$ cat src/rtl/crt_pkg.sv
// Shared constants and types for the CRT sequencing controller.
//   MOD_NUM residue channels of MOD_SIZE bits; moduli are MOD_SIZE+1 bits,
//   inverses INV_W bits, and M / Q[i] / accumulator / result are RANGE bits.
package crt_pkg;

  localparam int unsigned MOD_NUM   = 4;
  localparam int unsigned MOD_SIZE  = 5;
  localparam int unsigned INV_W     = 8;
  localparam int unsigned RANGE     = MOD_NUM * MOD_SIZE;
  localparam int unsigned MOD_W     = MOD_SIZE + 1;
  localparam int unsigned IDX_W     = (MOD_NUM > 1) ? $clog2(MOD_NUM) : 1;
  localparam int unsigned RES_BUS_W = MOD_NUM * MOD_SIZE;
  // Full-precision width of Q[i]*m[j] and of one CRT term
  localparam int unsigned TERM_W    = RANGE + MOD_W;
  // Accumulator + term, one bit of headroom so the sum is never truncated
  localparam int unsigned SUM_W     = TERM_W + 1;

  typedef enum logic [2:0] {
    IDLE,
    PREP,
    ACC,
    SGN,
    OUT
  } state_e;

  typedef logic [MOD_SIZE-1:0] res_t;
  typedef logic [MOD_W-1:0]    mod_t;
  typedef logic [INV_W-1:0]    inv_t;
  typedef logic [RANGE-1:0]    wide_t;
  typedef logic [IDX_W-1:0]    idx_t;

endpackage

$ cat src/rtl/crt_seq_ctrl_if.sv
// Handshake bundle of the CRT sequencing controller.
//   cfg_*  : config write (cfg_we/idx/mod/inv in, cfg_ready out)
//   in_*   : residue vector in (in_valid/in_res in, in_ready out)
//   out_*  : signed result out (out_valid/out_data/out_err out, out_ready in)
//   busy   : controller not idle
// master drives requests (consumer/producer side), slave is the controller.
interface crt_seq_ctrl_if;
  import crt_pkg::*;

  logic                        cfg_we;
  idx_t                        cfg_idx;
  mod_t                        cfg_mod;
  inv_t                        cfg_inv;
  logic                        cfg_ready;

  logic                        in_valid;
  logic                        in_ready;
  logic [RES_BUS_W-1:0]        in_res;

  logic                        out_valid;
  logic                        out_ready;
  logic signed [RANGE-1:0]     out_data;
  logic                        out_err;

  logic                        busy;

  modport master (
    output cfg_we, cfg_idx, cfg_mod, cfg_inv, in_valid, in_res, out_ready,
    input  cfg_ready, in_ready, out_valid, out_data, out_err, busy
  );

  modport slave (
    input  cfg_we, cfg_idx, cfg_mod, cfg_inv, in_valid, in_res, out_ready,
    output cfg_ready, in_ready, out_valid, out_data, out_err, busy
  );

endinterface

$ cat src/rtl/crt_term_unit.sv
// Combinational CRT term: t = ((c * a) mod m) * q.
//   c_i : residue, a_i : modular inverse, m_i : modulus, q_i : M/m
//   t_c : term, full TERM_W precision (always < M for a valid config)
// A zero modulus yields a zero term instead of a divide by zero.
module crt_term_unit
  import crt_pkg::*;
(
  input  res_t              c_i,
  input  inv_t              a_i,
  input  mod_t              m_i,
  input  wide_t             q_i,
  output logic [TERM_W-1:0] t_c
);

  localparam int unsigned CA_W = MOD_SIZE + INV_W;

  logic [CA_W-1:0] ca;
  mod_t            red;

  always_comb begin
    ca  = CA_W'(c_i) * CA_W'(a_i);
    red = '0;
    if (m_i != '0) begin
      red = MOD_W'(ca % CA_W'(m_i));
    end
    t_c = TERM_W'(red) * TERM_W'(q_i);
  end

endmodule

$ cat src/rtl/crt_seq_ctrl.sv
// CRT RNS-to-binary sequencing controller.
//   clk, reset (async, active-low)
//   bus (crt_seq_ctrl_if.slave): config writes, residue input, signed result
// Holds moduli/inverses, recomputes M and Q[i] after any config change,
// then accumulates one CRT term per cycle and maps the result to signed.
// Optional build macro CRT_RESIDUE_CHECK_EN: flag residues C[i] >= m[i]
// through out_err; without it out-of-range residues are reduced silently.
module crt_seq_ctrl
  import crt_pkg::*;
(
  input  logic          clk,
  input  logic          reset,
  crt_seq_ctrl_if.slave bus
);

  localparam idx_t LAST_IDX = IDX_W'(MOD_NUM - 1);

  state_e state_q, state_d;
  mod_t   m_q   [MOD_NUM];
  mod_t   m_d   [MOD_NUM];
  inv_t   a_q   [MOD_NUM];
  inv_t   a_d   [MOD_NUM];
  wide_t  q_q   [MOD_NUM];
  wide_t  q_d   [MOD_NUM];
  res_t   res_q [MOD_NUM];
  res_t   res_d [MOD_NUM];
  wide_t  mm_q, mm_d;
  wide_t  acc_q, acc_d;
  idx_t   i_q, i_d;
  idx_t   j_q, j_d;
  logic   dirty_q, dirty_d;
  logic   cfg_bad_q, cfg_bad_d;
  logic   out_valid_q, out_valid_d;
  wide_t  out_data_q, out_data_d;
  logic   out_err_q, out_err_d;
  logic   in_ready_q, in_ready_d;
  logic   busy_q, busy_d;

  logic [TERM_W-1:0] term_c;
  logic [TERM_W-1:0] prep_prod_c;
  logic [TERM_W-1:0] m_prod_c;
  logic [SUM_W-1:0]  sum_c;
  logic              cfg_bad_c;
  logic              res_bad_c;

  // Single shared term unit, muxed by the channel counter
  crt_term_unit u_term (
    .c_i (res_q[i_q]),
    .a_i (a_q[i_q]),
    .m_i (m_q[i_q]),
    .q_i (q_q[i_q]),
    .t_c (term_c)
  );

  // Wide datapath helpers
  always_comb begin
    prep_prod_c = TERM_W'(q_q[i_q]) * TERM_W'(m_q[j_q]);
    m_prod_c    = TERM_W'(q_q[0]) * TERM_W'(m_q[0]);
    sum_c       = SUM_W'(acc_q) + SUM_W'(term_c);
    cfg_bad_c   = 1'b0;
    for (int k = 0; k < MOD_NUM; k++) begin
      if (m_q[k] < mod_t'(2)) cfg_bad_c = 1'b1;
    end
  end

`ifdef CRT_RESIDUE_CHECK_EN
  // Residues and moduli are frozen from accept until the next IDLE
  always_comb begin
    res_bad_c = 1'b0;
    for (int k = 0; k < MOD_NUM; k++) begin
      if (MOD_W'(res_q[k]) >= m_q[k]) res_bad_c = 1'b1;
    end
  end
`else
  assign res_bad_c = 1'b0;
`endif

  // Next-state and datapath updates
  always_comb begin
    state_d     = state_q;
    m_d         = m_q;
    a_d         = a_q;
    q_d         = q_q;
    res_d       = res_q;
    mm_d        = mm_q;
    acc_d       = acc_q;
    i_d         = i_q;
    j_d         = j_q;
    dirty_d     = dirty_q;
    cfg_bad_d   = cfg_bad_q;
    out_valid_d = out_valid_q;
    out_data_d  = out_data_q;
    out_err_d   = out_err_q;

    unique case (state_q)
      IDLE: begin
        if (bus.cfg_we) begin
          m_d[bus.cfg_idx] = bus.cfg_mod;
          a_d[bus.cfg_idx] = bus.cfg_inv;
          dirty_d          = 1'b1;
        end
        if (bus.in_valid) begin
          for (int k = 0; k < MOD_NUM; k++) begin
            res_d[k] = bus.in_res[k*MOD_SIZE +: MOD_SIZE];
          end
          i_d   = '0;
          j_d   = '0;
          acc_d = '0;
          // dirty_d so a same-cycle config write is honoured
          if (dirty_d) begin
            for (int k = 0; k < MOD_NUM; k++) q_d[k] = wide_t'(1);
            state_d = PREP;
          end else begin
            state_d = ACC;
          end
        end
      end

      // Q[i] = product of m[j] for j != i, one multiply per cycle
      PREP: begin
        if (i_q != j_q) q_d[i_q] = RANGE'(prep_prod_c);
        if (j_q == LAST_IDX) begin
          j_d = '0;
          if (i_q == LAST_IDX) begin
            mm_d      = RANGE'(m_prod_c);
            dirty_d   = 1'b0;
            cfg_bad_d = cfg_bad_c;
            i_d       = '0;
            acc_d     = '0;
            state_d   = ACC;
          end else begin
            i_d = i_q + idx_t'(1);
          end
        end else begin
          j_d = j_q + idx_t'(1);
        end
      end

      // Terms are < M, so one conditional subtract keeps acc in [0, M)
      ACC: begin
        if (sum_c >= SUM_W'(mm_q)) acc_d = RANGE'(sum_c - SUM_W'(mm_q));
        else                       acc_d = RANGE'(sum_c);
        if (i_q == LAST_IDX) state_d = SGN;
        else                 i_d     = i_q + idx_t'(1);
      end

      // Upper half of [0, M) maps to negative values
      SGN: begin
        if ({acc_q, 1'b0} >= {1'b0, mm_q}) out_data_d = acc_q - mm_q;
        else                               out_data_d = acc_q;
        out_err_d   = cfg_bad_q | res_bad_c;
        out_valid_d = 1'b1;
        state_d     = OUT;
      end

      OUT: begin
        if (bus.out_ready) begin
          out_valid_d = 1'b0;
          state_d     = IDLE;
        end
      end

      default: state_d = IDLE;
    endcase

    in_ready_d = (state_d == IDLE);
    busy_d     = (state_d != IDLE);
  end

  always_ff @(posedge clk or negedge reset) begin
    if (!reset) begin
      state_q     <= IDLE;
      m_q         <= '{default: '0};
      a_q         <= '{default: '0};
      q_q         <= '{default: '0};
      res_q       <= '{default: '0};
      mm_q        <= '0;
      acc_q       <= '0;
      i_q         <= '0;
      j_q         <= '0;
      dirty_q     <= 1'b1;
      cfg_bad_q   <= 1'b0;
      out_valid_q <= 1'b0;
      out_data_q  <= '0;
      out_err_q   <= 1'b0;
      in_ready_q  <= 1'b1;
      busy_q      <= 1'b0;
    end else begin
      state_q     <= state_d;
      m_q         <= m_d;
      a_q         <= a_d;
      q_q         <= q_d;
      res_q       <= res_d;
      mm_q        <= mm_d;
      acc_q       <= acc_d;
      i_q         <= i_d;
      j_q         <= j_d;
      dirty_q     <= dirty_d;
      cfg_bad_q   <= cfg_bad_d;
      out_valid_q <= out_valid_d;
      out_data_q  <= out_data_d;
      out_err_q   <= out_err_d;
      in_ready_q  <= in_ready_d;
      busy_q      <= busy_d;
    end
  end

  assign bus.cfg_ready = in_ready_q;
  assign bus.in_ready  = in_ready_q;
  assign bus.out_valid = out_valid_q;
  assign bus.out_data  = $signed(out_data_q);
  assign bus.out_err   = out_err_q;
  assign bus.busy      = busy_q;

endmodule
$ cat src/flat_wrapper.sv
// flat-port wrapper written by rule: the top's interface ports become plain ports
module crt_seq_ctrl_flat import crt_pkg::*;
  (clk, reset, bus_cfg_we, bus_cfg_idx, bus_cfg_mod, bus_cfg_inv, bus_in_valid, bus_in_res, bus_out_ready, bus_cfg_ready, bus_in_ready, bus_out_valid, bus_out_data, bus_out_err, bus_busy);
  crt_seq_ctrl_if bus_i ();
  input  logic clk;
  input  logic reset;
  input wire logic [$bits(bus_i.cfg_we)-1:0] bus_cfg_we;
  input wire logic [$bits(bus_i.cfg_idx)-1:0] bus_cfg_idx;
  input wire logic [$bits(bus_i.cfg_mod)-1:0] bus_cfg_mod;
  input wire logic [$bits(bus_i.cfg_inv)-1:0] bus_cfg_inv;
  input wire logic [$bits(bus_i.in_valid)-1:0] bus_in_valid;
  input wire logic [$bits(bus_i.in_res)-1:0] bus_in_res;
  input wire logic [$bits(bus_i.out_ready)-1:0] bus_out_ready;
  output wire logic [$bits(bus_i.cfg_ready)-1:0] bus_cfg_ready;
  output wire logic [$bits(bus_i.in_ready)-1:0] bus_in_ready;
  output wire logic [$bits(bus_i.out_valid)-1:0] bus_out_valid;
  output wire logic [$bits(bus_i.out_data)-1:0] bus_out_data;
  output wire logic [$bits(bus_i.out_err)-1:0] bus_out_err;
  output wire logic [$bits(bus_i.busy)-1:0] bus_busy;
  assign bus_i.cfg_we = bus_cfg_we;
  assign bus_i.cfg_idx = bus_cfg_idx;
  assign bus_i.cfg_mod = bus_cfg_mod;
  assign bus_i.cfg_inv = bus_cfg_inv;
  assign bus_i.in_valid = bus_in_valid;
  assign bus_i.in_res = bus_in_res;
  assign bus_i.out_ready = bus_out_ready;
  assign bus_cfg_ready = bus_i.cfg_ready;
  assign bus_in_ready = bus_i.in_ready;
  assign bus_out_valid = bus_i.out_valid;
  assign bus_out_data = bus_i.out_data;
  assign bus_out_err = bus_i.out_err;
  assign bus_busy = bus_i.busy;
  crt_seq_ctrl u_core (.clk(clk), .reset(reset), .bus(bus_i));
endmodule
$ cat config.mk
export PLATFORM = sky130hd
export DESIGN_NAME = crt_seq_ctrl_flat
export DESIGN_NICKNAME = d
export VERILOG_FILES = /design/src/rtl/crt_pkg.sv /design/src/rtl/crt_seq_ctrl_if.sv /design/src/rtl/crt_term_unit.sv /design/src/rtl/crt_seq_ctrl.sv /design/src/flat_wrapper.sv
export SDC_FILE = /design/constraint.sdc
export NUM_CORES = 1
export LEC_CHECK = 0
export BUFFER_PORTS_ARGS = -buffer_cell sky130_fd_sc_hd__buf_2
export CORE_MARGIN = 2
export CORE_UTILIZATION = 45
export CTS_CLUSTER_SIZE = 28
export DETAILED_ROUTE_END_ITERATION = 8
export GPL_ROUTABILITY_DRIVEN = 0
export PLACE_DENSITY_LB_ADDON = 0.12
export SKIP_LAST_GASP = 1
export SYNTH_ARGS = -nofsm -noshare
export SYNTH_HDL_FRONTEND = slang
export SYNTH_HIERARCHICAL = 1
export SYNTH_SLANG_ARGS = --single-unit
$ cat constraint.sdc
create_clock -name clk -period 32.5 [get_ports clk]
set_clock_uncertainty 0.05 [all_clocks]
set_input_delay 1.625 -clock clk [delete_from_list [all_inputs] [get_ports clk]]
set_output_delay 1.625 -clock clk [all_outputs]
set_load 0.01 [all_outputs]
==> results_dict.tcl, run 1 <==
set metrics [dict create \
    portBuffers 65 \
    yosysSeqAreaShare_pct 20.8 \
    cts_buffer_depth 3 \
    ctsHoldBuffers 0 \
    rsz0062_at_grt "true" \
    antenna_found_initial 10 \
    async_reset_ff_share_pct 100 \
    post-route-drc-count 0 \
    crit_path_top_delay_cell "mux4_2" \
    final_cell_mix "nand2_1, inv_1, dfrtp_1" \
    drive_gt1_share_pct 19.3 \
    final_common_cell "nand2_1" \
    final.min_clock_period_ns 31.91 \
    ys_seq_elements 229 \
    die_h_um 252 \
    cp.required_ns 32.90 \
    finalNetCount 3812 \
    drtIter0Drc 1381 \
    clkTransAtPathRegs_ns 0.06 \
    place_inst 3956 \
    grt_max_degree 109 \
    worst-setup-path-type "reg2reg" \
    clk_latency_ns 0.61 \
    dp_hpwl_mm 58.9 \
    place_ws_ns -0.863 \
    setup_violations 0 \
    final_cells 4114 \
    synthCells 3120 \
    hold_path_class "reg2reg" \
    die_w_um 252 \
    synth_edf_count 0 \
    grt-ovfl-total 0 \
    hold_viol 0 \
    status "complete, no violations" \
    slew_violations 0 \
    syn-num-nets 3625 \
    postRouteAntennaNets 0 \
    slew_headroom_pct 32.2 \
    tritoncts "built" \
    postLayoutCoreUtil_pct 53.1 \
    cpMostUsedCell "o21a_1" \
    core.rowCount 90 \
    ys_types 107 \
    clock_sinks 229 \
    yosys_warnings 6 \
    setup_slack_ns 0.591 \
    vias_per_cell 5.64 \
    grt_pass1_wl_mm 121 \
    syn_area_per_cell_um2 8.85 \
    syn_area_um2 27600 \
    max_freq_ghz 0.0313 \
    worstPathMaxFanout 7 \
    wl_per_cell_um 18.6 \
    die_area_um2 63400 \
    max_stage_delay_ns 0.56 \
    timing.final.crit_share_pct 98.2 \
    core-area_um2 60500 \
    yosys_most_used_dff "dfrtp_1" \
    track_usage_pct 23.7 \
    endpoint_kind "flop" \
    htree_num_levels 1 \
    num_io_pins 66 \
    first_pass_iters 6 \
    numCtsBuffers 28 \
    clockRootBuffer "clkbuf_16" \
    critPathLaunchType "flop" \
    maxCapViolCount 0 \
    grt_pass1_vias 23000 \
    crit_arrival_ns 32.31 \
    area_growth_pct 16.4 \
    tightest_slew_ns 1.01 \
    finalWirelength_mm 76.7 \
    vias 23200 \
    initial_utilization_pct 45.7 \
]
-- stage by stage --
step	cell area, um^2	hold slack (ns)	TNS (ns)
6_report	32100	0.420	0
5_1_grt	32100	0.435	-9.89
4_1_cts	30400	0.425	0
3_5_place_dp	29300	0.413	-15.53
3_3_place_gp	29300	0.407	0
2_1_floorplan	27600	0.389	0
-- flip-flops by register name (all words and copies together) (netlist names) --
register	count
u_core/state_q	3
u_core/j_q	2
u_core/dirty_q	1
u_core/cfg_bad_q	1
u_core/q_q	80
u_core/a_q	32
u_core/m_q	24
u_core/acc_q	20
u_core/bus.out_valid	1
u_core/bus.busy	1
u_core/res_q	20
u_core/bus.out_err	1
u_core/mm_q	20
u_core/bus.out_data	20
u_core/i_q	2
u_core/bus.cfg_ready	1
-- per-layer routing --
layer	up-vias	GRT usage, %	wire [um]
li1	11000	-	-
met1	11500	31.9	34500
met2	583	38.2	35600
met3	109	5.34	4630
met4	8	6.62	1920
met5	-	0	46
-- timing repair --
item                                    CTS  global route
endpoints found under the setup margin   20            20
pin swaps                                 4           151
setup buffers                             9            92
gates cloned                              1             4
gates resized for setup                  19           187
-- synth_stat cells (51+ instances only) --
library cell / n / area [um^2]
nand2_1: 372 / 1400
inv_1: 341 / 1280
ha_1: 247 / 3090
dfrtp_1: 227 / 5680
fa_1: 217 / 4340
nor2_1: 215 / 807
o21ai_0: 161 / 806
and2_1: 145 / 907
a21oi_1: 122 / 611
xnor2_1: 99 / 867
nand3_1: 95 / 475
clkbuf_1: 72 / 270
mux2_2: 72 / 811
mux2i_1: 60 / 601
nor3_1: 57 / 285
o21a_1: 51 / 383
-- layout make-up --
| type | instances | area [um^2] |
|---|---|---|
| Fill cell | 5540 | 28300 |
| Multi-Input combinational cell | 2444 | 21200 |
| Sequential cell | 229 | 5740 |
| Timing Repair Buffer | 263 | 1990 |
| Inverter | 341 | 1280 |
| Tap cell | 782 | 978 |
| Clock buffer | 41 | 820 |
| Clock inverter | 10 | 143 |
| Antenna cell | 4 | 10.0 |
-- final timing paths --
check / to / slack [ns] / startpoint / cells after the start
setup / recovery: u_core/acc_q[18]$_DFFE_PN0P_ / 0.59 / u_core/i_q[0]$_DFFE_PN0P_ / 153
hold / removal: u_core/res_q[6]$_DFFE_PN0P_ / 0.42 / u_core/res_q[6]$_DFFE_PN0P_ / 2
setup reg to reg: u_core/acc_q[18]$_DFFE_PN0P_ / 0.59 / u_core/i_q[0]$_DFFE_PN0P_ / 153
hold reg to reg: u_core/res_q[6]$_DFFE_PN0P_ / 0.42 / u_core/res_q[6]$_DFFE_PN0P_ / 2
max in group asynchronous: u_core/i_q[1]$_DFFE_PN0P_ / 29.81 / reset / 2
min in group asynchronous: u_core/bus.out_data[2]$_DFFE_PN0P_ / 1.07 / reset / 1
-- worst max-delay path: cells and delay by family (launching register included) --
family / cells / cell delay (ns)
and+or+nand+nor: 42 / 7.20
xor gates and xnor gates: 3 / 0.42
DFF: 1 / 0.43
adders and majority gates: 23 / 7.77
AOI/OAI and AO/OA: 67 / 12.09
buffers and inverters: 10 / 1.26
muxes: 8 / 2.48
-- cell families (layout without fill, tap and decap cells) --
group | Yosys count | after routing | synth area share [%]
other | 0 | 4 | 0
muxes | 183 | 184 | 9.08
buffers and inverters | 449 | 655 | 6.34
and+or+nand+nor | 1057 | 1057 | 18.4
adders and majority gates | 464 | 464 | 26.9
xor gates and xnor gates | 145 | 145 | 4.60
DFF | 229 | 229 | 20.8
AOI/OAI and AO/OA | 593 | 594 | 13.9
Power of run 1 is not shown: default switching activity piles up to over one toggle a cycle in this logic, so the estimate is an artifact.
==> run 2: changes to the inputs <==
- CTS_CLUSTER_DIAMETER: unset -> 40
- REMOVE_ABC_BUFFERS: unset -> 1
==> results_dict.tcl, run 2 (synthesis gave the netlist of run 1 again) <==
set metrics [dict create \
    area_growth_pct 17.9 \
    die_w_um 252 \
    setup_violations 0 \
    top_regs "u_core/q_q x80, u_core/a_q x32, u_core/m_q x24" \
    post-route-drc-count 0 \
    tritoncts "built" \
    core-area_um2 60500 \
    finalNetCount 3807 \
    place_inst 3948 \
    clkTransAtPathRegs_ns 0.05 \
    track_usage_pct 24.2 \
    num_io_pins 66 \
    grt_pass1_wl_mm 124 \
    maxCapViolCount 0 \
    crit_arrival_ns 32.13 \
    antenna_found_initial 2 \
    endpoint_kind "flop" \
    portBuffers 65 \
    largest-register "u_core/q_q" \
    critPathLaunchType "flop" \
    final_cells 4125 \
    final_cell_mix "nand2_1, inv_1, dfrtp_1" \
    timing.final.crit_share_pct 97.6 \
    die_h_um 252 \
    grt_max_degree 91 \
    postRouteAntennaNets 0 \
    tns_ns 0 \
    slew_headroom_pct 28.0 \
    worst-setup-path-type "reg2reg" \
    worst-path-buf-inv 13 \
    largest_reg_flops 80 \
    grt_pass1_vias 23400 \
    drtIter0Drc 1393 \
    status "complete, no violations" \
    hold_path_class "reg2reg" \
    drive_gt1_share_pct 18.8 \
    max_freq_ghz 0.0315 \
    finalWirelength_mm 77.7 \
    wl_per_cell_um 18.8 \
    final_common_cell "nand2_1" \
    htree_num_levels 2 \
    clock_sinks 229 \
    tightest_slew_ns 1.07 \
    clockRootBuffer "clkbuf_16" \
    core.rowCount 90 \
    worstPathMaxFanout 6 \
    path_delay_family "compound AO/OA/AOI/OAI gates" \
    vias 23300 \
    crit_path_top_delay_cell "fa_1" \
    num-fill-cells 5515 \
    cp.required_ns 32.93 \
    numCtsBuffers 48 \
    slew_violations 0 \
    first_pass_iters 8 \
    clk_latency_ns 0.59 \
    max_stage_delay_ns 0.60 \
    grt-ovfl-total 0 \
    die_area_um2 63400 \
    vias_per_cell 5.66 \
    initial_utilization_pct 45.7 \
    final.min_clock_period_ns 31.71 \
    hold_viol 0 \
    cpMostUsedCell "o21a_1" \
    cts_buffer_depth 3 \
    dp_hpwl_mm 58.2 \
]
-- run 2: cell types whose count changed in the layout (fill, tap and decap cells not counted), sizes merged --
| cell | delta |
|---|---|
| buf | -22 |
| bufinv | +7 |
| clkbuf | +12 |
| clkinv | +6 |
| clkinvlp | +8 |
| diode | -3 |
| inv | +4 |
| o21bai | -1 |
-- run 2: layout make-up --
| type | count | area (um^2) | share of cell area, % |
|---|---|---|---|
| antenna | 1 | 2.50 | 0.00769 |
| sequential | 229 | 5740 | 17.6 |
| tap | 782 | 978 | 3.01 |
| clock inverter | 35 | 517 | 1.59 |
| multi-input combinational | 2443 | 21100 | 64.8 |
| inverter | 341 | 1280 | 3.93 |
| timing repair buffer | 239 | 1720 | 5.29 |
| clock buffer | 55 | 1240 | 3.80 |
-- run 2: metal layers --
| layer | vias to the layer above | part of all wire [%] | wire (um) | track usage [%] |
|---|---|---|---|---|
| li1 | 11000 | - | - | - |
| met1 | 11700 | 45 | 35200 | 33.1 |
| met2 | 529 | 48 | 37400 | 40.3 |
| met3 | 96 | 4.7 | 3680 | 3.56 |
| met4 | 2 | 1.9 | 1450 | 6.36 |
| met5 | - | 0.017 | 13 | 0 |
-- run 2: through the flow --
stage	instance area [um^2]	utilization, %	hold WS, ns	setup WS (ns)
finish	32500	53.8	0.421	0.792
global route	32500	53.8	0.446	-0.649
CTS	31200	51.6	0.425	0.0274
detailed placement	29200	48.2	0.411	-1.20
global placement	29200	48.2	0.405	0.136
floorplan	27100	-	0.389	-2.23
-- run 2: worst register-to-register path, delay by kind of cell (launching register included) --
kind | cells | cell delay [ns]
simple gates | 39 | 6.98
compound gates | 68 | 11.96
mux | 10 | 2.85
xor+xnor | 3 | 0.45
fa+ha+maj | 23 | 7.37
buf+inv | 13 | 1.47
flops | 1 | 0.43
-- run 2: timing repair --
item | in CTS | in global routing
setup endpoints to repair | 20 | 20
setup buffers | 14 | 69
pin swaps | 8 | 88
gates resized for setup | 40 | 141
cloned | 2 | 1
hold buffers | 0 | 0
-- run 2: final timing paths --
check	startpoint	to	slack, ns	depth (start not counted)
setup / recovery	u_core/i_q[0]$_DFFE_PN0P_	u_core/acc_q[18]$_DFFE_PN0P_	0.79	156
hold / removal	u_core/bus.out_data[3]$_DFFE_PN0P_	u_core/bus.out_data[3]$_DFFE_PN0P_	0.42	2
setup reg to reg	u_core/i_q[0]$_DFFE_PN0P_	u_core/acc_q[18]$_DFFE_PN0P_	0.79	156
hold reg to reg	u_core/bus.out_data[3]$_DFFE_PN0P_	u_core/bus.out_data[3]$_DFFE_PN0P_	0.42	2
max in group asynchronous	reset	u_core/i_q[0]$_DFFE_PN0P_	29.89	2
min in group asynchronous	reset	u_core/mm_q[14]$_DFFE_PN0P_	1.00	1
Power of run 2 is left out for the same reason.
